## config.mk

```make
export PLATFORM = sky130hd
export DESIGN_NAME = hc_secded_pipe
export DESIGN_NICKNAME = d
export VERILOG_FILES = /design/src/rtl/hc_secded_pipe.sv
export SDC_FILE = /design/constraint.sdc
export NUM_CORES = 1
export LEC_CHECK = 0
export CAP_MARGIN = 20
export CORE_MARGIN = 2
export CORE_UTILIZATION = 54
export DETAILED_ROUTE_END_ITERATION = 6
export PLACE_DENSITY = 0.85
export SLEW_MARGIN = 20
export SYNTH_ARGS = -nofsm -noshare
export SYNTH_HDL_FRONTEND = slang
export SYNTH_SLANG_ARGS = --single-unit
```

## constraint.sdc

```tcl
create_clock -name i_clk -period 4.05 [get_ports i_clk]
set_input_delay 0.81 -clock i_clk [delete_from_list [all_inputs] [get_ports i_clk]]
set_output_delay 0.81 -clock i_clk [all_outputs]
set_load 0.03 [all_outputs]
```

## src/rtl/hc_secded_pipe.sv

```systemverilog
// ============================================================================
//  Module      : hc_secded_pipe
//  Description : Two-stage pipelined SECDED Hamming codec with optional
//                per-word error injection, valid/ready flow control and
//                saturating single/double error counters.
//  Revision    : 1.0 - initial release
// ============================================================================
`default_nettype none

module hc_secded_pipe #(
    parameter  int DATA_W = 4,
    parameter  int CNT_W  = 16,
    localparam int P      = (DATA_W <= 4)  ? 3 :
                            (DATA_W <= 11) ? 4 :
                            (DATA_W <= 26) ? 5 :
                            (DATA_W <= 57) ? 6 : 7,
    localparam int CW     = DATA_W + P + 1
) (
    input  logic              i_clk,
    input  logic              i_rst,
    input  logic              i_valid,
    output logic              o_ready,
    input  logic [DATA_W-1:0] i_data,
    input  logic              i_inj_en,
    input  logic [CW-1:0]     i_err_mask,
    output logic              o_valid,
    input  logic              i_ready,
    output logic [DATA_W-1:0] o_data,
    output logic              o_sbe,
    output logic              o_dbe,
    output logic [P-1:0]      o_syndrome,
    input  logic              i_cnt_clr,
    output logic [CNT_W-1:0]  o_sbe_cnt,
    output logic [CNT_W-1:0]  o_dbe_cnt
);

    // Data bits fill the non-power-of-two Hamming positions in ascending order.
    function automatic logic [CW-1:0] encode(input logic [DATA_W-1:0] d);
        logic [CW-1:0]     cw;
        logic [DATA_W-1:0] ds;
        logic              pbit;
        cw = '0;
        ds = d;
        for (int k = 1; k < CW; k++) begin
            if ((k & (k - 1)) != 0) begin
                cw[k] = ds[0];
                ds    = ds >> 1;
            end
        end
        for (int j = 0; j < P; j++) begin
            pbit = 1'b0;
            for (int k = 1; k < CW; k++) begin
                if (((k >> j) & 1) == 1) pbit = pbit ^ cw[k];
            end
            cw[1 << j] = pbit;
        end
        cw[0] = ^cw[CW-1:1];
        return cw;
    endfunction

    function automatic logic [DATA_W-1:0] extract(input logic [CW-1:0] cw);
        logic [DATA_W-1:0] d;
        d = '0;
        for (int k = 1; k < CW; k++) begin
            if ((k & (k - 1)) != 0) d = {cw[k], d[DATA_W-1:1]};
        end
        return d;
    endfunction

    logic              s1_valid;
    logic [CW-1:0]     s1_cw;
    logic              s1_adv;
    logic              s2_adv;

    logic [P-1:0]      dec_syn;
    logic              dec_par;
    logic [CW-1:0]     dec_cw;
    logic              dec_sbe;
    logic              dec_dbe;
    logic [DATA_W-1:0] dec_data;

    assign s2_adv  = !o_valid || i_ready;
    assign s1_adv  = !s1_valid || s2_adv;
    assign o_ready = s1_adv && !i_rst;

    always_ff @(posedge i_clk) begin
        if (i_rst) begin
            s1_valid <= 1'b0;
            s1_cw    <= '0;
        end else if (s1_adv) begin
            s1_valid <= i_valid;
            if (i_valid) s1_cw <= encode(i_data) ^ (i_inj_en ? i_err_mask : '0);
        end
    end

    always_comb begin
        dec_syn = '0;
        for (int k = 1; k < CW; k++) begin
            if (s1_cw[k]) dec_syn = dec_syn ^ P'(k);
        end
        dec_par = ^s1_cw;
        dec_cw  = s1_cw;
        dec_sbe = 1'b0;
        dec_dbe = 1'b0;
        if (dec_par) begin
            if (dec_syn == '0) begin
                dec_sbe = 1'b1;
            end else if (int'(dec_syn) < CW) begin
                dec_cw  = s1_cw ^ (CW'(1) << dec_syn);
                dec_sbe = 1'b1;
            end else begin
                dec_dbe = 1'b1;
            end
        end else if (dec_syn != '0) begin
            dec_dbe = 1'b1;
        end
        dec_data = extract(dec_cw);
    end

    always_ff @(posedge i_clk) begin
        if (i_rst) begin
            o_valid    <= 1'b0;
            o_data     <= '0;
            o_sbe      <= 1'b0;
            o_dbe      <= 1'b0;
            o_syndrome <= '0;
        end else if (s2_adv) begin
            o_valid <= s1_valid;
            if (s1_valid) begin
                o_data     <= dec_data;
                o_sbe      <= dec_sbe;
                o_dbe      <= dec_dbe;
                o_syndrome <= dec_syn;
            end
        end
    end

    // Clear takes priority over a coincident delivery, which goes uncounted.
    always_ff @(posedge i_clk) begin
        if (i_rst || i_cnt_clr) begin
            o_sbe_cnt <= '0;
            o_dbe_cnt <= '0;
        end else if (o_valid && i_ready) begin
            if (o_sbe && !(&o_sbe_cnt)) o_sbe_cnt <= o_sbe_cnt + 1'b1;
            if (o_dbe && !(&o_dbe_cnt)) o_dbe_cnt <= o_dbe_cnt + 1'b1;
        end
    end

endmodule

`default_nettype wire

```

# Word-level counts from Yosys, hierarchy flattened
# Cells that the tools add are included.
[word_totals]
elab_cells = 102
reg_bits = 51
input_bits = 18
[op_classes]
n_bitwise = 16
addsub = 2
n_shift = 1
n_reduce_logical = 22
muxes = 52
[ops]
columns = ["operator", "count"]
rows = [
  ["$mux 1", 43],
  ["$add 16x1->16 const B", 2],
  ["$reduce_and 16->1", 2],
  ["$mux 8", 3],
  ["$xor 8x8->8", 2],
  ["$mux 3", 4],
  ["$reduce_and 2->1", 4],
  ["$reduce_xor 8->1", 1],
  ["$shl 1x3->8 const A", 1],
  ["$xor 1x1->1", 8],
  ["$reduce_xor 7->1", 1],
  ["$not 2->2", 3],
  ["$logic_not 1->1", 5],
  ["$logic_and 1x1->1", 4],
  ["$mux 2", 2],
  ["$logic_not 3->1", 1],
  ["$logic_or 1x1->1", 3],
  ["$not 3->3", 1],
  ["$reduce_bool 3->1", 1],
  ["$not 1->1 const A", 2],
]

# Logic depth before layout (Yosys ltp)
[logic_depth]
depth_word = 19
depth_mapped = 6

# Worst setup path after synthesis
# OpenSTA, ideal clock, no wires.
[synth_timing]
path_kind = "input to output"
start = "in i_rst"
end = "out o_ready"
stages = 2
path_slack_ns = 1.749
path_buffers = 1
required_time_ns = 3.240
t_arrival_ns = 1.491
path_cell_list = "clkbuf_1 > a21oi_1"
[synth_between]
elab_chain_cells = 2
[synth_rtl]
columns = ["element", "line", "source"]
rows = [
  ["from (decl)", "20", "input logic i_rst,"],
  ["$logic_not 1->1", "84", "assign o_ready = s1_adv && !i_rst;"],
  ["$logic_and 1x1->1", "84", ""],
  ["to (decl)", "22", "output logic o_ready,"],
]
# Every way passes these cells.

# Final worst setup path
[layout_timing]
start = "in i_ready"
end = "out o_ready"
[layout_between]
elab_chain_cells = 3
[layout_rtl]
columns = ["element", "line", "source"]
rows = [
  ["from (decl)", "27", "input logic i_ready,"],
  ["$logic_or 1x1->1", "82", "assign s2_adv = !o_valid || i_ready;"],
  ["$logic_or 1x1->1", "83", "assign s1_adv = !s1_valid || s2_adv;"],
  ["$logic_and 1x1->1", "84", ""],
]
# Every way passes these cells.

==> impl_metrics.env <==
export IMPL_status="finished clean"
export IMPL_clockBufferDepth=2
export IMPL_setup_viol=0
export IMPL_drtIter0Drc=108
export IMPL_area_delta_synth_final_pct=28.1
export IMPL_synth_top_flop_cell="dfxtp_1"
export IMPL_htree_levels=2
export IMPL_critical_path_class="primary input to output pin"
export IMPL_synthTopCellsByArea="dfxtp_1 (39%), xnor2_1 (12%), nor2_1 (7.4%), xor2_1 (6.4%), a211oi_1 (3.8%)"
export IMPL_whs_ns=0.500
export IMPL_arrival_ns=2.30
export IMPL_synth_edf_count=0
export IMPL_ant_nets=0
export IMPL_final_min_clock_period_ns=3.11
export IMPL_track_usage_pct=20.0
export IMPL_drt_total_wl_mm=5.03
export IMPL_tns_ns=0
export IMPL_max_cap_violations=0
export IMPL_fmax_mhz=322
export IMPL_start_util_pct=55.5
export IMPL_avgSynthCellArea_um2=8.83
export IMPL_rows=25
export IMPL_ctsResizeCount=0
export IMPL_core_um2=4660
export IMPL_synth_top_area_cell="dfxtp_1"
export IMPL_tightestPinTransition_ns=0.605
export IMPL_cpMostUsedCell="clkdlybuf4s50_1"
export IMPL_synth_seq_cells=51
export IMPL_hold_path_class="register to register"
export IMPL_synthesis_nets=313
export IMPL_tritoncts="built"
export IMPL_cts_sinks=51
export IMPL_first_pass_iters=4
export IMPL_ir_drop_uv=160
export IMPL_synth_seq_area_share_pct=39.5
export IMPL_clk_latency_ns=0.30
export IMPL_maxSlewHeadroom_pct=59.3
export IMPL_antenna_found_initial=0
export IMPL_crit_path_max_incr_delay_ns=0.68
export IMPL_cts_buffers=5
export IMPL_grt_pass1_vias=2008
export IMPL_async_reset_ff_share_pct=0
export IMPL_gp_congestion=0.899
export IMPL_vias=2225
export IMPL_p_leak_nw=1.08
export IMPL_cp_end_kind="output pin"
export IMPL_rsz0062_at_grt="false"
export IMPL_crit_fanout=5
export IMPL_diodes=0
export IMPL_synthCells=293
export IMPL_nFillCells=371
export IMPL_dieArea_um2=5360
export IMPL_critical_path_startpoint_type="primary input"
export IMPL_slowest_stage="clkdlybuf4s50_1"
export IMPL_crit_required_ns=3.24
export IMPL_hold_viol=0
export IMPL_finalMaxSlewViolations=0
export IMPL_synth_cell_types=36
export IMPL_root_buffer="clkbuf_8"
export IMPL_fin_crit_sh_pct=76.7
export IMPL_yosys_warnings=0
export IMPL_synth_common_cells="dfxtp_1 (51), nor2_1 (51), xnor2_1 (34)"
export IMPL_drive_gt1_share_pct=5.68
export IMPL_grt_overflow=0
export IMPL_die_y_um=73.2
export IMPL_synth_area_um2=2590
export IMPL_detailed_place_hpwl_mm=3.83
export IMPL_via_per_inst=5.48
export IMPL_die_w_um=73.2
export IMPL_power_density_nw_per_um2=311
export IMPL_skew_ns=0.00644
export IMPL_cts_clk_slew_worst_paths_ns=0.08
export IMPL_cp_cell_sequence="clkdlybuf4s50_1 -> nor2b_1 -> a21oi_1 -> clkdlybuf4s50_1"
export IMPL_finish_net_count=371
export IMPL_synthDominantCellAreaShare_pct=39.5
export IMPL_cts_setup_buffers=0
export IMPL_wl_per_cell_um=12.4
export IMPL_port_buffers=60
export IMPL_ctsHoldBuffers=0
export IMPL_ioPinCount=61
export IMPL_grt_max_degree=33
export IMPL_grt_pass1_wl_mm=8.49
export IMPL_post_route_drc_count=0
-- layer usage --
layer,up-vias,track usage [%],share of wire [%]
met5,-,0,0
met2,68,33.6,49
met1,1006,24.5,43
li1,1133,-,-
met4,0,10.1,2.9
met3,18,3.45,4.3
-- sequential cells by signal, indices dropped and copies added (netlist names) --
name	count
o_valid	1
o_sbe	1
o_data	4
o_sbe_cnt	16
o_syndrome	3
s1_valid	1
o_dbe	1
o_dbe_cnt	16
s1_cw	8
-- worst max-delay path: cells and delay by family --
kind / cells / cell delay [ns]
compound gates: 1 / 0.16
simple gates: 1 / 0.11
buf+inv: 2 / 1.21
-- worst paths after layout --
kind	start	to	slack, ns	cells past startpoint
worst max register to register	o_sbe_cnt[0]	o_sbe_cnt[14]	2.20	6
worst min-delay path	o_data[3]	o_data[3]	0.50	2
worst max-delay path	i_ready	o_ready	0.94	4
worst min register to register	o_data[3]	o_data[3]	0.50	2
-- cells in the final DEF, fill, tap and decap left out, drive strengths merged, types with 9 or more instances in the layout --
master and count:
xor2 20, a211oi 15, clkdlybuf4s50 60, nand2 21, xnor2 37, nor3 9
nor2 51, nand3 9, nand4 15, dfxtp 51
-- power breakdown --
group          switching [W]  internal (W)  leakage, nW
Combinational       0.000115      0.000104        0.626
Clock               0.000155      0.000121       0.0422
Sequential         0.0000173      0.000518        0.415
-- per-stage QoR --
step	worst slack [ns]	cell area (um^2)	instances	total power [W]	util (%)
2_1_floorplan	1.75	2590	293	0.000708	-
3_3_place_gp	0.945	3230	398	0.000762	69.4
3_5_place_dp	0.949	3230	398	0.000768	69.4
4_1_cts	0.934	3310	406	0.00104	71.1
5_1_grt	0.869	3310	406	0.00108	71.1
6_report	0.944	3310	406	0.00103	71.1
-- cell type report --
class | instances | area, um^2 | share of cell area (%)
Clock inverter | 1 | 5.00 | 0.151
Timing Repair Buffer | 63 | 623 | 18.8
Multi-Input combinational cell | 230 | 1520 | 45.9
Tap cell | 54 | 67.6 | 2.04
Sequential cell | 51 | 1020 | 30.8
Clock buffer | 7 | 76.3 | 2.30
-- cells by family after synthesis --
group           Yosys count  share of synthesized area, %
fa+ha+maj                 2                         0.967
simple gates            131                          24.9
mux                       8                          3.14
buf+inv                  12                          1.74
compound gates           32                          8.90
xor+xnor                 57                          20.9
flops                    51                          39.5
Power figures use the tool's default switching activity.
